### config.mk
export PLATFORM = sky130hd
export DESIGN_NAME = ula_branch_stage
export DESIGN_NICKNAME = d
export VERILOG_FILES = /design/src/rtl/ula_branch_stage_pkg.sv /design/src/rtl/ula_branch_stage_branch_cond.sv /design/src/rtl/ula_branch_stage.sv
export SDC_FILE = /design/constraint.sdc
export NUM_CORES = 1
export LEC_CHECK = 0
export ABC_AREA = 1
export CAP_MARGIN = 20
export CELL_PAD_IN_SITES_DETAIL_PLACEMENT = 1
export CELL_PAD_IN_SITES_GLOBAL_PLACEMENT = 2
export CORE_UTILIZATION = 25
export CTS_BUF_LIST = sky130_fd_sc_hd__clkbuf_8
export DETAILED_ROUTE_END_ITERATION = 16
export PLACE_DENSITY_LB_ADDON = 0.1
export RECOVER_POWER = 100
export SETUP_SLACK_MARGIN = 0.05
export SYNTH_ARGS = -nofsm -noshare
export SYNTH_HDL_FRONTEND = slang
export SYNTH_SLANG_ARGS = --single-unit
### constraint.sdc
create_clock -name clk -period 6.7 [get_ports clk]
set_input_delay 1.34 -clock clk [delete_from_list [all_inputs] [get_ports clk]]
set_output_delay 1.34 -clock clk [all_outputs]
set_load 0.01 [all_outputs]
### src/rtl/ula_branch_stage_pkg.sv
// Shared definitions for the ULA branch stage: branch codes, flag indices and the buffered payload.
package ula_branch_stage_pkg;

  localparam logic [2:0] F3_BEQ = 3'b000;
  localparam logic [2:0] F3_BNE = 3'b001;
  localparam logic [2:0] F3_BLT = 3'b100;
  localparam logic [2:0] F3_BGE = 3'b101;

  localparam int unsigned FLAG_EQ   = 0;
  localparam int unsigned FLAG_MSB  = 1;
  localparam int unsigned FLAG_OVF  = 2;
  localparam int unsigned FLAG_ZERO = 3;

  // Payload holds results up to MAX_XLEN bits; narrower stages zero-extend into it.
  localparam int unsigned MAX_XLEN = 64;

  typedef struct packed {
    logic [MAX_XLEN-1:0] result;
    logic [4:0]          rd;
    logic                reg_write;
  } payload_t;

endpackage

### src/rtl/ula_branch_stage_branch_cond.sv
// Combinational branch condition decode from ULA flags and funct3.
module branch_cond
  import ula_branch_stage_pkg::*;
(
  input  logic [3:0] flags,
  input  logic [2:0] funct3,
  output logic       taken,
  output logic       illegal
);

  logic unused_zero_flag;
  assign unused_zero_flag = flags[FLAG_ZERO];

  always_comb begin
    taken   = 1'b0;
    illegal = 1'b0;
    case (funct3)
      F3_BEQ:  taken = flags[FLAG_EQ];
      F3_BNE:  taken = ~flags[FLAG_EQ];
      F3_BLT:  taken = flags[FLAG_MSB] ^ flags[FLAG_OVF];
      F3_BGE:  taken = ~(flags[FLAG_MSB] ^ flags[FLAG_OVF]);
      default: illegal = 1'b1;
    endcase
  end

endmodule

### src/rtl/ula_branch_stage.sv
// EX->MEM stage: 2-entry FIFO (head + skid) with branch resolution and one-cycle redirect pulse.
module ula_branch_stage
  import ula_branch_stage_pkg::*;
#(
  parameter int unsigned XLEN = 64
) (
  input  logic            clk,
  input  logic            reset,
  input  logic            in_valid,
  output logic            in_ready,
  input  logic [XLEN-1:0] in_result,
  input  logic [3:0]      in_flags,
  input  logic            in_is_branch,
  input  logic [2:0]      in_funct3,
  input  logic [XLEN-1:0] in_pc,
  input  logic [XLEN-1:0] in_imm,
  input  logic [4:0]      in_rd,
  input  logic            in_reg_write,
  input  logic            flush,
  output logic            out_valid,
  input  logic            out_ready,
  output logic [XLEN-1:0] out_result,
  output logic [4:0]      out_rd,
  output logic            out_reg_write,
  output logic            redirect,
  output logic [XLEN-1:0] redirect_pc,
  output logic            br_illegal
);

  payload_t        head_q, head_d, tail_q, tail_d, in_payload;
  logic [1:0]      count_q, count_d;
  logic            in_ready_q;
  logic            redirect_q, redirect_d;
  logic            br_illegal_q, br_illegal_d;
  logic [XLEN-1:0] redirect_pc_q, redirect_pc_d;
  logic            cond_taken, cond_illegal;
  logic            push, pop;

  branch_cond u_branch_cond (
    .flags   (in_flags),
    .funct3  (in_funct3),
    .taken   (cond_taken),
    .illegal (cond_illegal)
  );

  always_comb begin
    in_payload.result    = MAX_XLEN'(in_result);
    in_payload.rd        = in_rd;
    in_payload.reg_write = in_reg_write & ~in_is_branch;

    // A flushed handshake never enters the FIFO nor raises a pulse.
    push = in_valid & in_ready_q & ~flush;
    pop  = (count_q != 2'd0) & out_ready;

    head_d  = head_q;
    tail_d  = tail_q;
    count_d = count_q;
    if (flush) begin
      count_d = 2'd0;
    end else begin
      unique case ({push, pop})
        2'b10: begin
          if (count_q == 2'd0) head_d = in_payload;
          else                 tail_d = in_payload;
          count_d = count_q + 2'd1;
        end
        2'b01: begin
          head_d  = tail_q;
          count_d = count_q - 2'd1;
        end
        2'b11: begin
          if (count_q == 2'd1) begin
            head_d = in_payload;
          end else begin
            head_d = tail_q;
            tail_d = in_payload;
          end
        end
        default: ;
      endcase
    end

    redirect_d    = push & in_is_branch & cond_taken;
    br_illegal_d  = push & in_is_branch & cond_illegal;
    redirect_pc_d = redirect_d ? (in_pc + in_imm) : redirect_pc_q;
  end

  always_ff @(posedge clk or posedge reset) begin
    if (reset) begin
      head_q        <= '0;
      tail_q        <= '0;
      count_q       <= 2'd0;
      in_ready_q    <= 1'b1;
      redirect_q    <= 1'b0;
      br_illegal_q  <= 1'b0;
      redirect_pc_q <= '0;
    end else begin
      head_q        <= head_d;
      tail_q        <= tail_d;
      count_q       <= count_d;
      in_ready_q    <= (count_d != 2'd2);
      redirect_q    <= redirect_d;
      br_illegal_q  <= br_illegal_d;
      redirect_pc_q <= redirect_pc_d;
    end
  end

  assign in_ready      = in_ready_q;
  assign out_valid     = (count_q != 2'd0);
  assign out_result    = head_q.result[XLEN-1:0];
  assign out_rd        = head_q.rd;
  assign out_reg_write = head_q.reg_write;
  assign redirect      = redirect_q;
  assign redirect_pc   = redirect_pc_q;
  assign br_illegal    = br_illegal_q;

endmodule

== Word-level counts from Yosys, hierarchy flattened ==
Cells that the tools add are included.

* Bits in registers: 209
* Bits of input ports: 211
* Output and inout port bits: 138

* Add/subtract/negate cells: 3
* Eq/ne operators: 11
* Mux-type cells: 10
* Bitwise logic cells: 12
* Reductions and logical operators: 8

{| class="wikitable"
|+ Operator list
! operator !! number
|-
| 2-to-1 mux 70 bit || 4
|-
| one-hot mux 70 bit (3 select lines) || 1
|-
| one-hot mux 70 bit (2 select lines) || 1
|-
| adder 64 bit || 1
|-
| != test 2 bit (second input constant) || 4
|-
| AND 1 bit || 7
|-
| equality test 3 bit (second input constant) || 2
|-
| equality test 2 x 1 -> 1 bit (second input constant) || 2
|-
| equality test 2 bit (second input constant) || 2
|-
| inverter 1 bit || 4
|-
| one-hot mux 1 bit (4 select lines) || 1
|-
| one-hot mux 2 bit (2 select lines) || 1
|-
| AND reduction 4 bit || 1
|-
| nonzero test 2 bit || 2
|-
| OR reduction 4 bit || 1
|-
| equality test 3 x 1 -> 1 bit (second input constant) || 1
|-
| zero test 3 bit || 1
|-
| AND reduction 3 bit || 1
|-
| nonzero test 3 bit || 1
|-
| adder 2 x 1 -> 2 bit (second input constant) || 1
|-
| zero test 2 bit || 1
|-
| 2-to-1 mux 2 bit || 1
|-
| subtractor 2 x 1 -> 2 bit (second input constant) || 1
|-
| 2-to-1 mux 1 bit || 1
|-
| XOR 1 bit || 1
|}

== Longest topological paths before layout ==
Gate-level depths: netlist (run 1).

* Depth after elaboration: 6
* Mapped depth: 16
* Gate-level depth less buffers: 16

== Cells and area by module ==
From an unflattened synthesis (run 1), not the netlist that was laid out.

* Cells, all modules: 2145
* Area total of the unflattened synthesis: 14508.9 µm²

{| class="wikitable"
|+ Modules (own cells, without submodules)
! module !! times used !! cells each !! area each (µm²) !! sequential area each (µm²)
|-
| ula_branch_stage || 1 || 2122 || 14415.1 || 5231.3
|-
| branch_cond || 1 || 23 || 93.8 || 0.0
|}

== Worst setup path after synthesis (run 1) ==
OpenSTA, ideal clock, no wires.

* Kind: in2reg
* From: input port in_pc[0]
* To: register redirect_pc_q[56], in the netlist redirect_pc[56]
* Setup time: 117 ps
* Arrival: 2845 ps
* Setup slack: 3738 ps
* Cell stages on the path: 12
* Buffers on the path: 0
* Cell sequence: ha_1 > fa_1 > nand3_1 > nand3_1 > nand2_1 > nand2_1 > nand3_1 > nand3_1 > nand2_1 > nand3_1 > nand3_1 > nand2_1

* Cells in the longest elaborated chain, start to end: 1

{| class="wikitable"
|+ RTL lines
! element !! line !! text
|-
| start: declaration || ula_branch_stage.sv:15 || <nowiki>input logic [XLEN-1:0] in_pc,</nowiki>
|-
| adder 64 bit || ula_branch_stage.sv:85 || <nowiki>redirect_pc_d = redirect_d ? (in_pc + in_imm) : redirect_pc_q;</nowiki>
|-
| end signal: assignment || ula_branch_stage.sv:104 || <nowiki>redirect_pc_q <= redirect_pc_d;</nowiki>
|-
| end: declaration || ula_branch_stage.sv:35 || <nowiki>logic [XLEN-1:0] redirect_pc_q, redirect_pc_d;</nowiki>
|}

Every way passes these cells.
A chain may end at the register's enable or synchronous reset.

==> impl_metrics.toml, run 1 <==
[clocking]
cts.path.max_buffers = 3
cts_tree = "yes"
clkSinkCount = 209
post_cts_buffers = 0
cts_root_buf = "clkbuf_8"
clk_latency_ps = 630
cts_made_buffers = 43
cts_resized = 0
path_clk_slew_ps = 50
cts_hold_buf = 0
htree_levels = 2

[pwr]
p_switching_uw = 1800
p_leak_uw = 0.0104
seqPwrFrac_pct = 36.8
p_sw_share_pct = 35.5
pwr-share-comb_pct = 36.7
vdd_drop_max_mv = 0.0986
p_clk_share_pct = 26.5
p_per_area_nw_per_um2 = 259
p_int_uw = 3270

[floorplanning]
ios = 349
core_um2 = 56700
die_x_um = 242
fp.dieArea_um2 = 58700
rows = 87
start_util_pct = 25.5
die_y_um = 242

[finish]
nNetsFinal = 2767
drive_above_1_share_pct = 5.61
area_delta_synth_final_pct = 35.2
final_cell_mix = "nand2_1 (767), inv_1 (481), dfrtp_1 (208)"
n_fill_cell = 7074
final_common_cell = "nand2_1"

[global_routing]
grt_use_total_pct = 19.3
grt_pass1_wl_um = 88000
grt_use_met2_pct = 33.3
grt.met3_usage_pct = 2.91
globalRouteMet1Util_pct = 25.2
overflow = 0
grt_pass1_vias = 15387
antenna_found_initial = 1
grt_max_degree = 141
busiest_layer = "met2"

[sta]
rsz0062_at_grt = "no"
period_share_pct = 67.5
fin_skew_ps = 42.7
whs_ps = 475
maxSlewViolCount = 238
finalSetupViolCount = 0
tightest_slew_ps = 2230
min_period_ps = 4530
final_hold_viol_count = 0
slew_headroom_pct = -48.7
clock.fmax_mhz = 221
tns_ps = 0

[setup_path]
cp.arrival_ps = 5000
crit_type = "in2async"
critPathCaptureType = "asynchronous set/reset pin"
cp_slowest_stage_delay_ps = 1600
crit_slowest_cell = "clkbuf_1"
path_max_fanout = 43
cp.required_ps = 7170
path_cells = "dlygate4sd3_1 -> clkinvlp_2 -> clkbuf_1 -> clkbuf_2"
worstSetupStartpointType = "primary input"

[logic_synthesis]
synth_top_area_share_pct = 36.0
synth_ff_type = "dfrtp_1"
syn_inst = 2136
ys_ff_latch = 209
synth_area_leaders = "dfrtp_1 (36%), nand2_1 (20%), inv_1 (12%)"
ys_seq_area_share_pct = 36.2
synth.distinct_cells = 35
yosysTopAreaCell = "dfrtp_1"
synth_edf_count = 0
synth_area_per_cell_um2 = 6.76
syn_area_um2 = 14400
synth-async-reset-ratio_pct = 100
ys.warnings.count = 0
synth_fp_nets = 2416

[route]
detail_route.vias_per_cell = 4.39
route.detailed.wl_per_inst_um = 17.4
vias = 14369
routed_wl_um = 56800
drtIter0Drc = 502
drtAntennaViolNets = 0
first_pass_iters = 4
route.detailed.drc = 0

[hold_path]
hold_path.class = "reg2reg"

[placed_design]
gp_congestion = 0.825
dp_hpwl_um = 45000
port_buffers = 347

[outcome]
status = "finished with violations"
violations = "max-capacitance violations, max-slew violations"

[job]
max_cap_violations = 4
## cell usage after synthesis (29+ instances only)
cell / count
xnor2_1: 30
mux2_2: 65
clkbuf_1: 29
inv_1: 468
a21oi_1: 44
o22ai_1: 70
nand3_1: 92
nand2_1: 768
nor2_1: 118
dfrtp_1: 208
ha_1: 68
o21ai_0: 101
## per-layer routing
metal,routed length (um),share of wire [%]
met1,26300,46
met2,27300,48
met3,2200,3.9
met4,1030,1.8
met5,13,0.023
## cells by family after synthesis
kind of cell | synth area share, %
flip-flops | 36.2
multiplexers | 5.46
adder cells (fa/ha/maj) | 6.03
AND/OR/NAND/NOR | 27.9
buffers and inverters | 14.0
AO/OA/AOI/OAI | 8.55
XOR/XNOR | 1.82
## worst max-delay path: cells and delay by family
kind / cells / cell delay, ps
buffers and inverters: 4 / 3580
## sequential cells by signal, summed over array words and instances (netlist names)
name,flops
out_result,64
redirect,1
out_reg_write,1
tail_q,70
in_ready,1
br_illegal,1
count_q,2
out_rd,5
redirect_pc,64
## path summary, 6_finish.rpt
kind	from	end	slack (ps)	cells after the start
min in group asynchronous	reset	tail_q[53]$_DFFE_PP0P_	1120	2
min	redirect_pc[55]$_DFFE_PP0P_	redirect_pc[55]$_DFFE_PP0P_	470	2
max	reset	redirect_pc[21]$_DFFE_PP0P_	2170	4
min reg2reg	redirect_pc[55]$_DFFE_PP0P_	redirect_pc[55]$_DFFE_PP0P_	470	2
max in group clk	flush	out_result[51]$_DFFE_PP0P_	2600	8
max reg2reg	count_q[0]$_DFF_PP0_	out_result[51]$_DFFE_PP0P_	3490	7
## cell type report
cell class                      count  area, um^2  share of cell area (%)
Timing Repair Buffer              355        3550                    18.2
Sequential cell                   209        5230                    26.8
Multi-Input combinational cell   1409        7210                    36.9
Clock inverter                     21         134                   0.685
Clock buffer                       51         702                    3.59
Antenna cell                        1        2.50                  0.0128
Tap cell                          756         946                    4.84
Inverter                          469        1760                    9.02
## power by group through the flow
stage	registers [uW]	logic (uW)	clock network, uW
global route	1930	2070	1450
floorplan	1990	804	0
detailed placement	1910	2000	0
global placement	1890	1960	0
finish	1870	1860	1340
CTS	1890	2010	1420
## per-stage QoR
step | total power (uW) | utilization (%) | area, um^2 | instances | worst slack [ps]
2_1_floorplan | 2800 | - | 14400 | 2136 | 2650
3_3_place_gp | 3850 | 33.0 | 18700 | 3197 | 2410
3_5_place_dp | 3910 | 33.0 | 18700 | 3197 | 2360
4_1_cts | 5320 | 34.5 | 19500 | 3269 | 3000
5_1_grt | 5450 | 34.4 | 19500 | 3270 | 1540
6_report | 5070 | 34.4 | 19500 | 3271 | 2170
Power figures use the tool's default switching activity.
==> run 2, diff against run 1 <==
CORE_UTILIZATION = 28   (was 25)
clock period = 4.4 ns   (was 6.7 ns; I/O delays follow)
==> impl_metrics.toml, run 2 (synthesis results as in run 1) <==
[floorplanning]
die_y_um = 229
ios = 349
die_x_um = 229
rows = 82
core_um2 = 50500
fp.dieArea_um2 = 52500
start_util_pct = 28.6

[route]
first_pass_iters = 4
drtIter0Drc = 625
route.detailed.wl_per_inst_um = 17.3
routed_wl_um = 55200
detail_route.vias_per_cell = 4.57
vias = 14576
drtAntennaViolNets = 0
route.detailed.drc = 0

[sta]
period_share_pct = 79.8
tightest_slew_ps = 1890
min_period_ps = 3510
fin_skew_ps = 19.6
tns_ps = 0
final_hold_viol_count = 0
maxSlewViolCount = 126
rsz0062_at_grt = "no"
whs_ps = 470
finalSetupViolCount = 0
slew_headroom_pct = -26.2
final.setup.worst_slack_ps = 890
clock.fmax_mhz = 285

[setup_path]
cp.arrival_ps = 3970
r2r_start = "count_q[0]$_DFF_PP0_"
reg2regPathDepth = 11
r2r_end = "out_result[20]$_DFFE_PP0P_"
critPathCaptureType = "flop"
cp_slowest_stage_delay_ps = 1010
path_max_fanout = 23
cp_common_cell = "inv_1"
worstSetupStartpointType = "primary input"
crit_type = "in2reg"
rrSetupSlack_ps = 1170
crit_slowest_cell = "clkbuf_1"
path_cells = "dlygate4sd3_1 -> inv_1 -> nand3_1 -> inv_1 -> ha_1 -> o21ai_0 -> clkbuf_1 -> o22ai_1 -> mux2_1"
cp.required_ps = 4860

[clocking]
path_clk_slew_ps = 60
cts_resized = 0
clkSinkCount = 209
htree_levels = 2
clk_latency_ps = 600
post_cts_buffers = 0
cts_hold_buf = 0
cts_made_buffers = 41
cts_tree = "yes"
cts_root_buf = "clkbuf_8"
cts.path.max_buffers = 3

[finish]
final_cell_mix = "nand2_1 (767), inv_1 (477), dfrtp_1 (208)"
final_common_cell = "nand2_1"
regMostFlops = "tail_q"
design_area_um2 = 19500
largest_reg_flops = 70
nNetsFinal = 2771
drive_above_1_share_pct = 5.80
antenna_cells = 0
area_delta_synth_final_pct = 34.9

[global_routing]
antenna_found_initial = 0
grt_use_total_pct = 21.0
overflow = 0
grt_pass1_wl_um = 86500
grt_max_degree = 95
grt_pass1_vias = 15413

[hold_path]
min_path_cells = 2
holdPathEnd = "redirect_pc[33]$_DFFE_PP0P_"
hp-start = "redirect_pc[33]$_DFFE_PP0P_"
hold_path.class = "reg2reg"

[pwr]
p_leak_uw = 0.0105
power_uw = 7700
vdd_drop_max_mv = 0.176
p_per_area_nw_per_um2 = 395

[job]
max_cap_violations = 2

[outcome]
violations = "max-capacitance violations, max-slew violations"
status = "finished with violations"

[placed_design]
gp_congestion = 0.850
place_area_um2 = 18700
dp_hpwl_um = 43900
port_buffers = 347
pre_cts_slack_ps = 796
[run 2: changes by cell type in the layout (fill, tap and decap cells not counted)]
| cell | delta |
|---|---|
| buf_12 | +3 |
| buf_4 | +1 |
| clkbuf_1 | +2 |
| clkinv_2 | +6 |
| clkinv_8 | +1 |
| clkinvlp_4 | -2 |
| diode_2 | -1 |
| inv_1 | -4 |
| inv_8 | -2 |
| mux2_1 | +1 |
| mux2_2 | -1 |
| o21ai_0 | +1 |
| o21ai_4 | -1 |
[run 2: metrics by stage]
stage               util [%]  cells
floorplan                  -   2136
global placement        37.0   3120
detailed placement      37.0   3120
CTS                     38.7   3191
global route            38.6   3191
finish                  38.6   3191
[run 2: per-layer routing]
metal	share of wire [%]	global-route usage, %	up-vias
li1	-	-	7252
met1	47	27.6	6969
met2	47	36.1	288
met3	3.5	2.66	67
met4	2.4	5.96	0
met5	0	0	-
[run 2: cell type report]
class	instances	area, um^2
timing repair buffer	361	3620
clock buffer	51	702
tap	672	841
inverter	469	1760
sequential	209	5230
multi-input combinational	1409	7200
fill	6395	31000
clock inverter	20	128
[run 2: worst max-delay path: cells and delay by family]
| kind | cells | cell delay [ps] |
|---|---|---|
| AND/OR/NAND/NOR | 1 | 190 |
| AO/OA/AOI/OAI | 2 | 410 |
| buffers and inverters | 4 | 1860 |
| adder cells (fa/ha/maj) | 1 | 270 |
| multiplexers | 1 | 360 |
[run 2: report_power, final]
group / switching [uW] / leakage, uW / total (uW) / internal (uW)
clock network: 925 / 0.000467 / 2030 / 1100
registers: 322 / 0.00259 / 2850 / 2520
logic: 1480 / 0.00741 / 2830 / 1350
total: 2730 / 0.0105 / 7700 / 4970
[run 2: worst max-delay path by stage]
| stage | start | to | slack, ps | cells past startpoint |
|---|---|---|---|---|
| floorplan | reset | br_illegal$_DFF_PP0_ | 810 | 1 |
| global placement | in_pc[0] | redirect_pc[56]$_DFFE_PP0P_ | 840 | 13 |
| detailed placement | in_pc[0] | redirect_pc[56]$_DFFE_PP0P_ | 800 | 13 |
| CTS | in_pc[0] | redirect_pc[56]$_DFFE_PP0P_ | 1430 | 13 |
| global route | flush | redirect_pc[49]$_DFFE_PP0P_ | 720 | 9 |
| finish | flush | out_result[20]$_DFFE_PP0P_ | 890 | 9 |
==> run 3, diff against run 2 <==
clock period = 3.29 ns   (was 4.4 ns; I/O delays follow)
==> impl_metrics.toml, run 3 (synthesis results as in run 1) <==
[outcome]
status = "finished, final reports clean"

[sta]
rsz0062_at_grt = "no"
min_period_ps = 2770
fin_skew_ps = 43.8
final_hold_viol_count = 0
slew_headroom_pct = 30.9
maxSlewViolCount = 0
final.setup.worst_slack_ps = 520
clock.fmax_mhz = 361
finalSetupViolCount = 0
tightest_slew_ps = 1040
period_share_pct = 84.2

[setup_path]
worstSetupStartpointType = "primary input"
path_max_fanout = 4
cp.required_ps = 3830
crit_type = "in2reg"
cp.arrival_ps = 3310
critPathCaptureType = "flop"

[global_routing]
grt_use_total_pct = 20.9
antenna_found_initial = 0
overflow = 0
grt_pass1_vias = 15447
grt_max_degree = 93
grt_pass1_wl_um = 85400

[clocking]
clk_latency_ps = 640
cts.path.max_buffers = 3
post_cts_buffers = 0
cts_made_buffers = 42
cts_resized = 0
cts_hold_buf = 0
path_clk_slew_ps = 50
htree_levels = 2
clkSinkCount = 209
cts_tree = "yes"
cts_root_buf = "clkbuf_8"

[finish]
regMostFlops = "tail_q"
largest_reg_flops = 70
drive_above_1_share_pct = 6.29
final_cell_mix = "nand2_1 (767), inv_1 (478), dfrtp_1 (208)"
area_delta_synth_final_pct = 35.9
final_util_pct = 38.9
finalNonFillerCells = 3201
final_common_cell = "nand2_1"
nNetsFinal = 2781
design_area_um2 = 19600
antenna_cells = 0

[floorplanning]
rows = 82
ios = 349
start_util_pct = 28.6
die_y_um = 229
fp.dieArea_um2 = 52500
core_um2 = 50500
die_x_um = 229

[pwr]
p_leak_uw = 0.0105
p_per_area_nw_per_um2 = 525
vdd_drop_max_mv = 0.245

[job]
max_cap_violations = 0

[placed_design]
dp_hpwl_um = 43900
place_area_um2 = 18800
pre_cts_slack_ps = 50.8
gp_congestion = 0.826
port_buffers = 347
dp.cells = 3129

[route]
drtIter0Drc = 560
first_pass_iters = 5
route.detailed.drc = 0
drtAntennaViolNets = 0
detail_route.vias_per_cell = 4.52
route.detailed.wl_per_inst_um = 17.1
vias = 14466
routed_wl_um = 54900

[hold_path]
hold_path.class = "reg2reg"
==> run 3: routing by layer <==
metal	vias to the layer above	track usage, %	routed length (um)
met5	-	0	0
met4	0	5.40	1100
met3	63	3.14	2090
met2	252	36.0	26100
met1	6888	27.1	25600
li1	7263	-	-
==> run 3: path summary, 6_finish.rpt <==
| path | slack (ps) | start | end | cells past startpoint |
|---|---|---|---|---|
| setup / recovery | 520 | in_pc[0] | redirect_pc[32]$_DFFE_PP0P_ | 15 |
| hold / removal | 470 | redirect_pc[54]$_DFFE_PP0P_ | redirect_pc[54]$_DFFE_PP0P_ | 2 |
| setup reg to reg | 690 | count_q[0]$_DFF_PP0_ | out_result[22]$_DFFE_PP0P_ | 11 |
| hold reg to reg | 470 | redirect_pc[54]$_DFFE_PP0P_ | redirect_pc[54]$_DFFE_PP0P_ | 2 |
| max in group asynchronous | 1720 | reset | in_ready$_DFF_PP1_ | 3 |
| min in group asynchronous | 700 | reset | out_result[28]$_DFFE_PP0P_ | 2 |
==> run 3: critical path: stages <==
cell and delay (ps):
dlygate4sd3_1 540, ha_1 240, fa_1 470, nand3_1 120, nand3_1 260, nand2_1 140, nand2_1 80, clkbuf_4 140
nand2_1 50, nand2_1 140, nand2_1 100, nand2_1 70, nand2_1 60, nand2_1 50, o21ai_0 170
==> run 3: report_power, final <==
| part | leakage [uW] | total (uW) | switching [uW] | internal (uW) |
|---|---|---|---|---|
| clock | 0.000468 | 2690 | 1300 | 1390 |
| sequential | 0.00259 | 3810 | 432 | 3380 |
| combinational | 0.00750 | 3800 | 1980 | 1820 |
==> run 3: through the flow <==
| step | hold WS [ps] | TNS [ps] | power [uW] |
|---|---|---|---|
| 2_1_floorplan | 453 | -16930 | 5700 |
| 3_3_place_gp | 464 | 0 | 7840 |
| 3_5_place_dp | 467 | 0 | 7970 |
| 4_1_cts | 415 | 0 | 10800 |
| 5_1_grt | 499 | 0 | 11100 |
| 6_report | 470 | 0 | 10300 |
==> run 3: layout make-up <==
type,instances,area [um^2]
well taps,672,841
repair buffers,370,3770
multi-input cells,1409,7210
clock buffers,50,688
fillers,6348,30800
clock inverters,22,126
flip-flops and latches,209,5230
inverters,469,1760
